File: src/rtl/apu_pkg.sv
// Shared definitions for the APU output mixer: gain-ramp states, mix sizing
// and the default per-channel weights.
package apu_pkg;

    typedef enum logic [1:0] {
        MUTED = 2'd0,
        RISE  = 2'd1,
        UNITY = 2'd2,
        FALL  = 2'd3
    } gain_state_t;

    localparam int LEVEL_UNITY = 16;
    localparam int LEVEL_W     = 5;
    localparam int MIX_W       = 9;
    localparam int MIX_MAX     = 511;
    localparam int SUM_W       = 16;

    localparam int DEF_W_PULSE = 8;
    localparam int DEF_W_TRI   = 9;
    localparam int DEF_W_NOISE = 5;

endpackage

File: src/rtl/pdm_modulator.sv
// First-order pulse-density modulator: the accumulator carry is the output bit,
// so a constant sample S yields exactly S ones in every 2**W cycles.
module pdm_modulator #(
    parameter int W = 9
) (
    input  logic         clk,
    input  logic         rst_n,
    input  logic [W-1:0] sample,
    output logic         pdm_out
);

    logic [W-1:0] acc_q;
    logic [W:0]   acc_sum;

    assign acc_sum = {1'b0, acc_q} + {1'b0, sample};

    always_ff @(posedge clk or negedge rst_n) begin
        if (!rst_n) begin
            acc_q   <= '0;
            pdm_out <= 1'b0;
        end else begin
            acc_q   <= acc_sum[W-1:0];
            pdm_out <= acc_sum[W];
        end
    end

endmodule

File: src/rtl/apu_mixer.sv
// APU output mixer: weighted channel sum, soft-mute gain ramp and PDM audio
// output. Pipeline: inputs -> sum (1 cycle) -> gained mix_out (1 cycle) -> PDM.
module apu_mixer
    import apu_pkg::*;
#(
    parameter int W_PULSE = DEF_W_PULSE,
    parameter int W_TRI   = DEF_W_TRI,
    parameter int W_NOISE = DEF_W_NOISE
) (
    input  logic       clk,
    input  logic       rst_n,
    input  logic       ramp_tick,
    input  logic       mute,
    input  logic [3:0] ch_en,
    input  logic [3:0] pulse1_in,
    input  logic [3:0] pulse2_in,
    input  logic [3:0] triangle_in,
    input  logic [3:0] noise_in,
    output logic [8:0] mix_out,
    output logic [4:0] level,
    output logic       muted,
    output logic       pdm_out
);

    localparam logic [LEVEL_W-1:0] LVL_TOP = LEVEL_W'(LEVEL_UNITY);

    // ---------------- stage 1: weighted, saturated channel sum
    logic [3:0]       p1, p2, tri_amp, noi;
    logic [SUM_W-1:0] raw_sum;
    logic [MIX_W-1:0] sum_d, sum_q;

    assign p1      = ch_en[0] ? pulse1_in   : 4'd0;
    assign p2      = ch_en[1] ? pulse2_in   : 4'd0;
    assign tri_amp = ch_en[2] ? triangle_in : 4'd0;
    assign noi     = ch_en[3] ? noise_in    : 4'd0;

    assign raw_sum = SUM_W'(W_PULSE) * (SUM_W'(p1) + SUM_W'(p2))
                   + SUM_W'(W_TRI)   * SUM_W'(tri_amp)
                   + SUM_W'(W_NOISE) * SUM_W'(noi);

    assign sum_d = (raw_sum > SUM_W'(MIX_MAX)) ? MIX_W'(MIX_MAX) : raw_sum[MIX_W-1:0];

    always_ff @(posedge clk or negedge rst_n) begin
        if (!rst_n) sum_q <= '0;
        else        sum_q <= sum_d;
    end

    // ---------------- gain ramp FSM
    gain_state_t        state_q, state_d;
    logic [LEVEL_W-1:0] level_q, level_d;

    always_ff @(posedge clk or negedge rst_n) begin
        if (!rst_n) begin
            state_q <= MUTED;
            level_q <= '0;
        end else begin
            state_q <= state_d;
            level_q <= level_d;
        end
    end

    // A mute-driven direction change wins over a same-cycle tick, and the
    // level never steps past 0 or unity even if a direction flip lands there.
    always_comb begin
        state_d = state_q;
        level_d = level_q;
        unique case (state_q)
            MUTED: begin
                level_d = '0;
                if (!mute) state_d = RISE;
            end
            RISE: begin
                if (mute) begin
                    state_d = FALL;
                end else if (level_q >= LVL_TOP) begin
                    state_d = UNITY;
                    level_d = LVL_TOP;
                end else if (ramp_tick) begin
                    level_d = level_q + 5'd1;
                    if (level_q == LVL_TOP - 5'd1) state_d = UNITY;
                end
            end
            UNITY: begin
                level_d = LVL_TOP;
                if (mute) state_d = FALL;
            end
            FALL: begin
                if (!mute) begin
                    state_d = RISE;
                end else if (level_q == 5'd0) begin
                    state_d = MUTED;
                end else if (ramp_tick) begin
                    level_d = level_q - 5'd1;
                    if (level_q == 5'd1) state_d = MUTED;
                end
            end
            default: begin
                state_d = MUTED;
                level_d = '0;
            end
        endcase
    end

    assign level = level_q;
    assign muted = (state_q == MUTED);

    // ---------------- stage 2: apply gain (level/16, truncating)
    logic [13:0]      gain_prod;
    logic [MIX_W-1:0] mix_q;

    assign gain_prod = 14'(sum_q) * 14'(level_q);

    always_ff @(posedge clk or negedge rst_n) begin
        if (!rst_n) mix_q <= '0;
        else        mix_q <= MIX_W'(gain_prod >> 4);
    end

    assign mix_out = mix_q;

    // ---------------- stage 3: audio pin
    pdm_modulator #(.W(MIX_W)) u_pdm (
        .clk     (clk),
        .rst_n   (rst_n),
        .sample  (mix_q),
        .pdm_out (pdm_out)
    );

endmodule

File: config.mk
export PLATFORM = sky130hd
export DESIGN_NAME = apu_mixer
export DESIGN_NICKNAME = d
export VERILOG_FILES = /design/src/rtl/apu_pkg.sv /design/src/rtl/pdm_modulator.sv /design/src/rtl/apu_mixer.sv
export SDC_FILE = /design/constraint.sdc
export NUM_CORES = 1
export LEC_CHECK = 0
export CORE_MARGIN = 5
export CORE_UTILIZATION = 63
export DETAILED_ROUTE_END_ITERATION = 10
export GPL_ROUTABILITY_DRIVEN = 1
export PLACE_DENSITY = 0.88
export SKIP_CTS_REPAIR_TIMING = 1
export SYNTH_ARGS = -nofsm -noshare
export SYNTH_HDL_FRONTEND = slang
export SYNTH_HIERARCHICAL = 1
export SYNTH_SLANG_ARGS = --single-unit
File: constraint.sdc
create_clock -name clk -period 8.35 [get_ports clk]
set_input_delay 1.67 -clock clk [delete_from_list [all_inputs] [get_ports clk]]
set_output_delay 1.67 -clock clk [all_outputs]
set_load 0.01 [all_outputs]
==> run metrics <==
placed inst area 4160 µm²; startpoint types input port; Synth Register Bits 35; clock insertion delay at the later pin of the skew report 280 ps; I/O Pins 40; core area just under 6000 µm²; count of different cell masters after synthesis 50; Remaining DRCs 0; TritonRoute pass-1 iters 4; Final Instance Area about 4300 µm²; Post-synth EDFFs 0; via count of the routed design 2,712; Tmin final approximately 5200 ps; fmax 192 MHz; worst hold start u_pdm/acc_q[0]; final setup vio count 0; DR vias/cell 5.51; Placer Congestion 0.833; Post-Layout Cell Count 492; fin crit share between 60% and 70%; Port Buffers 39; Worst-Margin Slew between 600 and 700 ps; Yosys warning total 6; Pleak ~2.2 nW; Ant. Diodes 0; VDD IR max 0.183 mV; Fin. Hold Viols 0; critical path startpoint ch_en[0]; max-cap check violation count 0; Tot Pwr 1.26 mW; clock buffer count from CTS 5; Mean Syn Cell Area 9.81 µm²; DR iter-0 viols 50; critical path capture point type flip-flop; DP HPWL 5.83 mm; placed cells 484; FILL cells ~440; post-route setup TNS 0 ps; grt total ovfl 0; WP data arrival 5370 ps; CTS tree yes; clock-pin slew on the worst setup and hold paths ~60 ps; final core utilization around 73%; vias in the first global route 2,891; main flop type after synthesis dfrtp_1; Worst path max stage delay around 500 ps; Multi-input gate area 2620 µm²; RSZ-0062 raised after global routing false; relative slew slack 59.2%; first-pass GRT wire length 12.3 mm; drt wl/cell 13.9 µm; asr flop ratio synth 100%; Initial Util 63.6%; P&R area growth vs syn 15.1%; commonest non-fill, non-tap cells in the layout ha_1, nand2_1, inv_1; gr usage total 20.5%; largest net degree at the start of global routing 36; R2R Path Start level[4]; Die Wd slightly below 90 µm; pwr dens approximately 300 nW/µm²; Clock Tree Root clkbuf_8; Hold Crit Class flip-flop to flip-flop; cell count after synthesis roughly 380; Mapped Area 3700 µm²; Slew Limit Fails 0; Final nets 529; Site Rows 28; Clock Skews 7.37 ps; Setup CP Type input port to flip-flop; post-synthesis net count 490; register area share after synthesis 23.7%; routed wire length 6.85 mm; chip height about 87 µm; CTS max path bufs 2; Worst Path Required 8510 ps; crit path max fanout 7; layout cells sized above 1 6.71%; Seq. cell area roughly 880 µm²; outcome finished clean; CTS sink cnt 35; initial antenna violation count 0; Routed Antenna Nets 0; commonest non-fill, non-tap cell in the layout ha_1; DIE AREA 7500 µm²; H-tree depth 2; CP cell instances clkdlybuf4s50_1 > and2_1 > ha_1 > fa_1 > ha_1 > fa_1 > fa_1 > ha_1 > a21o_1 > a21oi_1 > o21ai_1 > nand2_1 > nand2b_1; slowest CP cell fa_1
[flip-flops by register name, indices dropped and copies added, names as in the netlist]
register,count
state_q,2
u_pdm/acc_q,9
mix_out,9
u_pdm/pdm_out,1
level,5
sum_q,9
[routing by layer]
layer / vias up / share of wire [%] / GRT usage [%]
li1: 1332 / - / -
met1: 1306 / 39 / 22.0
met2: 57 / 56 / 39.8
met3: 17 / 3.7 / 3.33
met4: 0 / 1.9 / 7.08
met5: - / 0 / 0
[report_power, final]
part	switching [mW]	internal, mW
Sequential	0.0799	0.247
Combinational	0.431	0.373
Clock	0.0577	0.0752
Total	0.568	0.696
[worst max-delay path, delay by kind of cell]
| kind | cells | cell delay [ps] |
|---|---|---|
| adders and majority gates | 6 | 2300 |
| AOI/OAI and AO/OA | 3 | 520 |
| buffers and inverters | 1 | 450 |
| and+or+nand+nor | 3 | 430 |
[stage by stage]
step	setup slack (ps)	hold WS, ps
after floorplan	3520	443
after global placement	2980	453
after detailed placement	2840	462
after CTS	3130	477
after global routing	2920	486
final	3150	472
[kinds of logic after synthesis]
group	after synthesis	synth area share, %
adder cells (fa/ha/maj)	89	35.8
AO/OA/AOI/OAI	65	13.4
XOR/XNOR	24	5.68
flip-flops	35	23.7
buffers and inverters	54	5.62
AND/OR/NAND/NOR	107	14.9
multiplexers	3	0.880
[path summary, 6_finish.rpt]
check	end	slack (ps)	depth (start not counted)
setup / recovery	sum_q[0]	3150	13
hold / removal	u_pdm/acc_q[0]	470	1
setup reg to reg	mix_out[8]	4510	12
hold reg to reg	u_pdm/acc_q[0]	470	1
max in group asynchronous	sum_q[0]	6230	2
min in group asynchronous	u_pdm/acc_q[8]	1800	2
[synth_stat cells, drive strengths merged, types with 3 or more instances]
cell	instances	area, µm²
a21o	11	82.6
a21oi	21	146
and2	32	205
buf	4	20.0
clkbuf	4	15.0
dfrtp	35	876
fa	28	561
ha	61	763
inv	46	173
nand2	45	169
nand2b	6	37.5
nand3	3	15.0
nor2	6	27.5
nor2b	4	25.0
nor3	3	15.0
o21ai	13	76.3
xnor2	14	123
xor2	10	87.6
[final cells by class]
type / count / area share (%)
clock buffers: 8 / 2.35
inverters: 46 / 4.06
multi-input cells: 288 / 61.5
flip-flops and latches: 35 / 20.6
well taps: 75 / 2.21
repair buffers: 40 / 9.35
Power figures use the tool's default switching activity.
